## src/rtl/matrix_mult_unit.sv

```systemverilog
// Matrix multiply responder for the exec-engine EN/RW/matDecide/fleg handshake.
// Operands are written whole; C = A x B is produced one element per cycle and published at once.
//
// state  | meaning
// -------+-------------------------------------------------------------
// S_IDLE | waiting for a request; fleg low
// S_CALC | computing one element of C per cycle, idx 0..DIM*DIM-1
// S_ACK  | request complete; fleg held high until enable drops
module matrix_mult_unit #(
    parameter int DIM    = 4,
    parameter int ELEM_W = 16
) (
    input  logic                      clk,
    input  logic                      RESET,
    input  logic                      enable,
    input  logic                      RW,
    input  logic                      matDecide,
    input  logic [DIM*DIM*ELEM_W-1:0] dataInBus,
    output logic [DIM*DIM*ELEM_W-1:0] dataOut,
    output logic                      fleg
);

    localparam int N_ELEM = DIM * DIM;
    localparam int BUS_W  = N_ELEM * ELEM_W;
    localparam int IDX_W  = $clog2(N_ELEM);
    localparam logic [IDX_W-1:0] LAST_IDX = IDX_W'(N_ELEM - 1);

    typedef enum logic [1:0] {
        S_IDLE,
        S_CALC,
        S_ACK
    } state_t;

    state_t             state;
    state_t             state_next;
    logic               fleg_next;
    logic               load_a;
    logic               load_b;
    logic               start_calc;
    logic               step;
    logic               publish;

    logic [BUS_W-1:0]   mat_a;
    logic [BUS_W-1:0]   mat_b;
    logic [BUS_W-1:0]   result;
    logic [BUS_W-1:0]   result_next;
    logic [IDX_W-1:0]   idx;
    logic [ELEM_W-1:0]  elem_sum;
    int                 row;
    int                 col;

    // Same-width multiply truncates each product; the running sum wraps mod 2^ELEM_W.
    always_comb begin
        row      = int'(idx) / DIM;
        col      = int'(idx) % DIM;
        elem_sum = '0;
        for (int k = 0; k < DIM; k++) begin
            elem_sum = elem_sum + (mat_a[(row*DIM + k)*ELEM_W +: ELEM_W] *
                                   mat_b[(k*DIM + col)*ELEM_W +: ELEM_W]);
        end
        result_next = result;
        result_next[int'(idx)*ELEM_W +: ELEM_W] = elem_sum;
    end

    always_comb begin
        state_next = state;
        fleg_next  = fleg;
        load_a     = 1'b0;
        load_b     = 1'b0;
        start_calc = 1'b0;
        step       = 1'b0;
        publish    = 1'b0;
        case (state)
            S_IDLE: begin
                fleg_next = 1'b0;
                if (enable) begin
                    if (RW) begin
                        load_a     = ~matDecide;
                        load_b     = matDecide;
                        fleg_next  = 1'b1;
                        state_next = S_ACK;
                    end else begin
                        start_calc = 1'b1;
                        state_next = S_CALC;
                    end
                end
            end
            S_CALC: begin
                step = 1'b1;
                if (idx == LAST_IDX) begin
                    publish    = 1'b1;
                    fleg_next  = 1'b1;
                    state_next = S_ACK;
                end
            end
            S_ACK: begin
                if (!enable) begin
                    fleg_next  = 1'b0;
                    state_next = S_IDLE;
                end
            end
            default: begin
                fleg_next  = 1'b0;
                state_next = S_IDLE;
            end
        endcase
    end

    always_ff @(posedge clk) begin
        if (RESET) begin
            state   <= S_IDLE;
            fleg    <= 1'b0;
            dataOut <= '0;
            mat_a   <= '0;
            mat_b   <= '0;
            result  <= '0;
            idx     <= '0;
        end else begin
            state <= state_next;
            fleg  <= fleg_next;
            if (load_a) begin
                mat_a <= dataInBus;
            end
            if (load_b) begin
                mat_b <= dataInBus;
            end
            if (start_calc) begin
                idx <= '0;
            end else if (step) begin
                idx <= idx + IDX_W'(1);
            end
            if (step) begin
                result <= result_next;
            end
            if (publish) begin
                dataOut <= result_next;
            end
        end
    end

endmodule

```

## config.mk

```make
export PLATFORM = sky130hd
export DESIGN_NAME = matrix_mult_unit
export DESIGN_NICKNAME = d
export VERILOG_FILES = /design/src/rtl/matrix_mult_unit.sv
export SDC_FILE = /design/constraint.sdc
export NUM_CORES = 2
export LEC_CHECK = 0
export CAP_MARGIN = 40
export CELL_PAD_IN_SITES_DETAIL_PLACEMENT = 1
export CELL_PAD_IN_SITES_GLOBAL_PLACEMENT = 1
export CORE_MARGIN = 4
export CORE_UTILIZATION = 44
export CTS_CLUSTER_DIAMETER = 100
export CTS_CLUSTER_SIZE = 10
export DETAILED_ROUTE_END_ITERATION = 16
export PLACE_DENSITY = 0.85
export SLEW_MARGIN = 20
export SYNTH_ARGS = -nofsm -noshare
export SYNTH_HDL_FRONTEND = slang
export SYNTH_SLANG_ARGS = --single-unit
```

## constraint.sdc

```tcl
create_clock -name clk -period 10 [get_ports clk]
set_clock_uncertainty 0.15 [all_clocks]
set_input_delay 1 -clock clk [delete_from_list [all_inputs] [get_ports clk]]
set_output_delay 1 -clock clk [all_outputs]
set_load 0.1 [all_outputs]
```

==> PnR_summary.wiki, run 1 <==
{| class="wikitable"
! Metric !! Value
|-
| Die width || 370 um
|-
| Mean Syn Cell Area || 8.31 um2
|-
| Outcome || aborted with a tool error
|-
| Pin count of the biggest net entering global routing || 229
|-
| Number of buffers added by the clock tree synthesis step || 114
|-
| Instance area after placement || 69800 um2
|-
| Ranking of synthesized cells by area || sky130_fd_sc_hd__dfxtp_1, sky130_fd_sc_hd__fa_1, sky130_fd_sc_hd__nand2_1
|-
| Buffers on Ports || 517
|-
| Synth Instances || 6921
|-
| Number of clock sinks seen by CTS || 1031
|-
| Synthesized net count || 7757
|-
| Gr ovfl total || 8
|-
| Post-Synthesis Cell Area || 57500 um2
|-
| Initial standard-cell utilization of the core || 44.4%
|-
| Number of standard-cell rows in the floorplan || 132
|-
| Library cell occupying the most area in the post-synthesis netlist || sky130_fd_sc_hd__dfxtp_1
|-
| Overall track demand over capacity in global routing || 53.3%
|-
| HPWL reported at the end of detailed placement || 220 mm
|-
| Weighted congestion at the end of routability-driven global placement || 1.01
|-
| Library cells used by synthesis || 44
|-
| Top-level I/O count || 518
|-
| DIE HEIGHT || 370 um
|-
| Number of buffers added to fix hold violations after cts || 0
|-
| Warnings, synthesis || 0
|-
| Htree depth || 3
|-
| Buffers from clock root to sink, at most || 3
|-
| Proportion of synthesized flip-flops having asynchronous set or reset || 0%
|-
| Share of synthesized area occupied by flip-flops and latches || 35.9%
|-
| Flip-flop and latch count after synthesis || 1031
|-
| Stage where the flow stopped || global routing (5_1_grt)
|-
| Proportion of netlist area held by the largest area contributor || 35.9%
|-
| Root Buffer Master || sky130_fd_sc_hd__clkbuf_16
|-
| Most instantiated flip-flop cell in the synthesis netlist || sky130_fd_sc_hd__dfxtp_1
|-
| Run-stopping error || [ERROR GRT-0232] Routing congestion too high. Check the congestion heatmap in the GUI.
|-
| Number of enable flip-flop cells after synthesis || 0
|}
[synthesized netlist by cell type, drive strengths merged, types with 115 or more instances]
library cell  count
clkbuf          428
and2            309
fa              390
mux4            128
dfxtp          1031
xnor2           115
nor2            518
a21oi           843
inv             521
ha              185
a211oi          141
nand2          1785
[kinds of logic after synthesis]
group	after synthesis	synth area share [%]
and+or+nand+nor	2858	20.7
AOI/OAI and AO/OA	1166	11.6
muxes	144	5.29
adders and majority gates	575	17.6
DFF	1031	35.9
xor gates and xnor gates	141	2.20
buffers and inverters	1006	6.78
[stage by stage]
stage | utilization, % | TNS, ns | std cells | worst slack, ns
floorplan | - | 0 | 6921 | 0.779
CTS | 56.3 | 0 | 9231 | 0.0212
global placement | 49.5 | 0 | 8820 | 0.381
detailed placement | 53.8 | -0.135 | 9092 | -0.0869
[per-layer routing]
layer	global-route usage, %	GRT overflow
met2	70.4	4
met3	34.1	0
met5	20.3	1
met1	57.7	0
met4	44.4	3
[timing repair]
item / CTS
endpoints found under the setup margin: 32
buffers inserted: 9
resized for setup: 1
pin swaps: 0
==> run 2: changes to the inputs <==
- CELL_PAD_IN_SITES_DETAIL_PLACEMENT: 1 -> unset
- CELL_PAD_IN_SITES_GLOBAL_PLACEMENT: 1 -> unset
- CORE_UTILIZATION: 44 -> 40
- CTS_CLUSTER_DIAMETER: 100 -> unset
- CTS_CLUSTER_SIZE: 10 -> unset
- PLACE_DENSITY: 0.85 -> unset
- PLACE_DENSITY_LB_ADDON: unset -> 0.15
==> run 2 against run 1 <==
The flow now finishes without violations. Area after synthesis unchanged. Synthesized cell count unchanged.
==> PnR_summary.wiki, run 2 <==
{| class="wikitable"
! Metric !! Value
|-
| Outcome || completed
|-
| Library cell occupying the most area in the post-synthesis netlist || sky130_fd_sc_hd__dfxtp_1
|-
| Number of buffers added by the clock tree synthesis step || 114 (unchanged)
|-
| DRC violations left || 0
|-
| Buffers from clock root to sink, at most || 3 (unchanged)
|-
| Cell repeated most along the worst path || sky130_fd_sc_hd__fa_1
|-
| Time the worst path needs with I/O delays and setup || 9.59 ns
|-
| Number of clock sinks seen by CTS || 1031 (unchanged)
|-
| Overall track demand over capacity in global routing || 31.9%
|-
| Crit path kind || register to register
|-
| DRC violation total after the first TritonRoute iteration || 5706
|-
| Critical path launch point type || register
|-
| Initial antenna violation count || 16
|-
| Proportion of netlist area held by the largest area contributor || 35.9% (unchanged)
|-
| Die width || 387 um (+4.8%)
|-
| Worst slew margin relative to its limit || 25.7%
|-
| M1 wire length || 104 mm
|-
| Actual slew at the worst max-slew pin || 1.12 ns
|-
| Worst Hold Path Cells || 2
|-
| Area of the core region || 142000 um2
|-
| Post-Synthesis Cell Area || 57500 um2 (unchanged)
|-
| Fmax || 104 MHz
|-
| Core utilization of the finished layout || 52.0%
|-
| Clock-pin slew of the registers on the worst-case setup and hold paths || 0.06 ns
|-
| Leakage || 27.7 nW
|-
| Mean Syn Cell Area || 8.31 um2 (unchanged)
|-
| Total power divided by cell area || 128 nW/um2
|-
| Most frequent cell after synthesis || sky130_fd_sc_hd__nand2_1
|-
| Most instantiated flip-flop cell in the synthesis netlist || sky130_fd_sc_hd__dfxtp_1
|-
| Total Negative Setup Slacks || 0 ns
|-
| Number of antenna-violating nets in the routed design || 0
|-
| Number of enable flip-flop cells after synthesis || 0 (unchanged)
|-
| Max-slew violation count || 0
|-
| Top-level I/O count || 518 (unchanged)
|-
| Ratio of final minimum period to clock period || 95.9%
|-
| Flip-flop and latch count after synthesis || 1031 (unchanged)
|-
| Data required time at the worst endpoint || 10.50 ns
|-
| Critical R2R Launch || idx[3]
|-
| Synthesized net count || 7757 (unchanged)
|-
| Root Buffer Master || sky130_fd_sc_hd__clkbuf_16
|-
| Stage delay of the slowest cell on the critical path || 0.83 ns
|-
| Non-Filler Instances || 9474
|-
| Pre-CTS setup slack || 0.502 ns (+0.589 ns)
|-
| Synth top cells by count || sky130_fd_sc_hd__nand2_1, sky130_fd_sc_hd__dfxtp_1, sky130_fd_sc_hd__a21oi_1, sky130_fd_sc_hd__inv_1, sky130_fd_sc_hd__nor2_1
|-
| Total die area || 150000 um2
|-
| Maximum fanout along the worst path || 44
|-
| Warnings, synthesis || 0 (unchanged)
|-
| Initial standard-cell utilization of the core || 40.4% (-3.9 points)
|-
| Setup slack, reg-to-reg || 0.41 ns
|-
| Number of cells on the worst reg-to-reg path || 29
|-
| Number of buffers added to fix hold violations after cts || 0 (unchanged)
|-
| Placed cell count || 9245 (+1.7%)
|-
| HPWL reported at the end of detailed placement || 188 mm (-14%)
|-
| Max stage delay cell, worst path || sky130_fd_sc_hd__dfxtp_4
|-
| Commonest cells after routing, fill and taps aside || sky130_fd_sc_hd__nand2_1, sky130_fd_sc_hd__dfxtp_1, sky130_fd_sc_hd__a21oi_1, sky130_fd_sc_hd__inv_1, sky130_fd_sc_hd__clkdlybuf4s50_1
|-
| Layout net count || 8325
|-
| Vias after detailed routing || 52500
|-
| Setup crit end kind || register
|-
| Data arrival time of the worst path || 10.09 ns
|-
| Synth Instances || 6921 (unchanged)
|-
| Number of global-route vias before repair || 50900
|-
| Routed wire length on met3 || 22.0 mm
|-
| Hold Violations, Final || 0
|-
| Proportion of synthesized flip-flops having asynchronous set or reset || 0% (unchanged)
|-
| Capture point of the worst reg-to-reg path || dataOut[30]
|-
| Destination of the worst hold path || result[252]
|-
| Buffers on Ports || 517 (unchanged)
|-
| Highest layer used for signal routing || met5
|-
| Global-route wire length before repair || 356 mm
|-
| Worst skew pair latency || 0.76 ns
|-
| Number of failing setup endpoints in the final timing report || 0
|-
| Routed wl met2 || 106 mm
|-
| Htree depth || 3 (unchanged)
|-
| Via-to-Cell Ratio || 5.54
|-
| Share of final-layout standard cells stronger than drive strength 1 || 10.0%
|-
| Ranking of synthesized cells by area || sky130_fd_sc_hd__dfxtp_1, sky130_fd_sc_hd__fa_1, sky130_fd_sc_hd__nand2_1
|-
| Max-capacitance violation count || 0
|-
| Most common cell after layout, fill and taps aside || sky130_fd_sc_hd__nand2_1
|-
| Worst IR Drop VDD || 0.143 mV
|-
| Synth-to-layout area growth || 28.6%
|-
| # Post-CTS Setup Buffers || 0 (-9)
|-
| Number of standard-cell rows in the floorplan || 138 (+4.5%)
|-
| TritonCTS clock tree || done
|-
| Share of synthesized area occupied by flip-flops and latches || 35.9% (unchanged)
|-
| Total Routed Length || 245 mm
|-
| Post-CTS resize count || 0 (-1)
|-
| Pin count of the biggest net entering global routing || 222
|-
| Weighted congestion at the end of routability-driven global placement || 0.956 (-5.0%)
|-
| Unrepaired setup endpoints after global routing || no
|-
| Fill count || 13200
|-
| Router iterations before antenna repair || 6
|-
| Average wire per standard cell || 25.9 um
|-
| DIE HEIGHT || 387 um (+4.8%)
|-
| Source of the worst hold timing path || result[252]
|-
| Worst hold path class || register to register
|-
| Library cells used by synthesis || 44 (unchanged)
|-
| Gr ovfl total || 0
|-
| Worst Setup Slack, final || 0.406 ns
|}
run 2: cell counts after synthesis:
Identical to the previous run, type by type.
run 2: worst max-delay path by stage:
stage / slack, ns / end / start / depth (start not counted)
after floorplan: 0.78 / dataOut[92] / idx[0] / 31
after global placement: 0.54 / dataOut[79] / idx[0] / 27
after detailed placement: 0.50 / dataOut[158] / idx[3] / 27
after CTS: 0.48 / dataOut[30] / idx[3] / 27
after global routing: 0.05 / dataOut[30] / idx[3] / 29
final: 0.41 / dataOut[30] / idx[3] / 29
run 2: cell type report:
type | instances | area [um2] | share of cell area (%)
repair buffers | 937 | 12000 | 16.3
flip-flops and latches | 1031 | 20700 | 27.9
diodes | 3 | 7.51 | 0.0101
clock buffers | 174 | 3410 | 4.61
multi-input cells | 4884 | 33100 | 44.7
well taps | 1890 | 2360 | 3.20
clock inverters | 34 | 480 | 0.649
inverters | 521 | 1960 | 2.64
run 2: per-layer routing:
metal,global-route usage [%],vias up
li1,-,23500
met1,44.5,26000
met2,47.6,2514
met3,6.52,451
met4,14.3,4
met5,0,-
run 2: where the power goes:
part | total, mW | internal, mW | switching [mW]
sequential | 4.26 | 4.18 | 0.0744
combinational | 0.832 | 0.282 | 0.550
clock | 4.42 | 2.58 | 1.84
run 2: cell families after synthesis:
logic type | count (synthesis) | share of synthesized area (%)
buffers and inverters | 1006 | 6.78
muxes | 144 | 5.29
DFF | 1031 | 35.9
and+or+nand+nor | 2858 | 20.7
adders and majority gates | 575 | 17.6
AOI/OAI and AO/OA | 1166 | 11.6
xor gates and xnor gates | 141 | 2.20
run 2: metrics by stage:
step / area, um2 / hold WS (ns) / total power, mW
finish: 74000 / 0.299 / 9.50
global route: 74000 / 0.314 / 9.74
CTS: 73700 / 0.299 / 9.51
detailed placement: 69800 / 0.291 / 5.15
global placement: 64300 / 0.286 / 5.14
floorplan: 57500 / 0.277 / 4.71
run 2: worst max-delay path: cells and delay by family (launching register included):
family                   cells  cell delay [ns]
adder cells (fa/ha/maj)     11             5.04
flip-flops                   1             0.83
AND/OR/NAND/NOR              3             0.49
buffers and inverters        9             1.23
multiplexers                 1             0.43
AO/OA/AOI/OAI                5             1.23
Note: power is estimated with default switching activity, not from simulation.
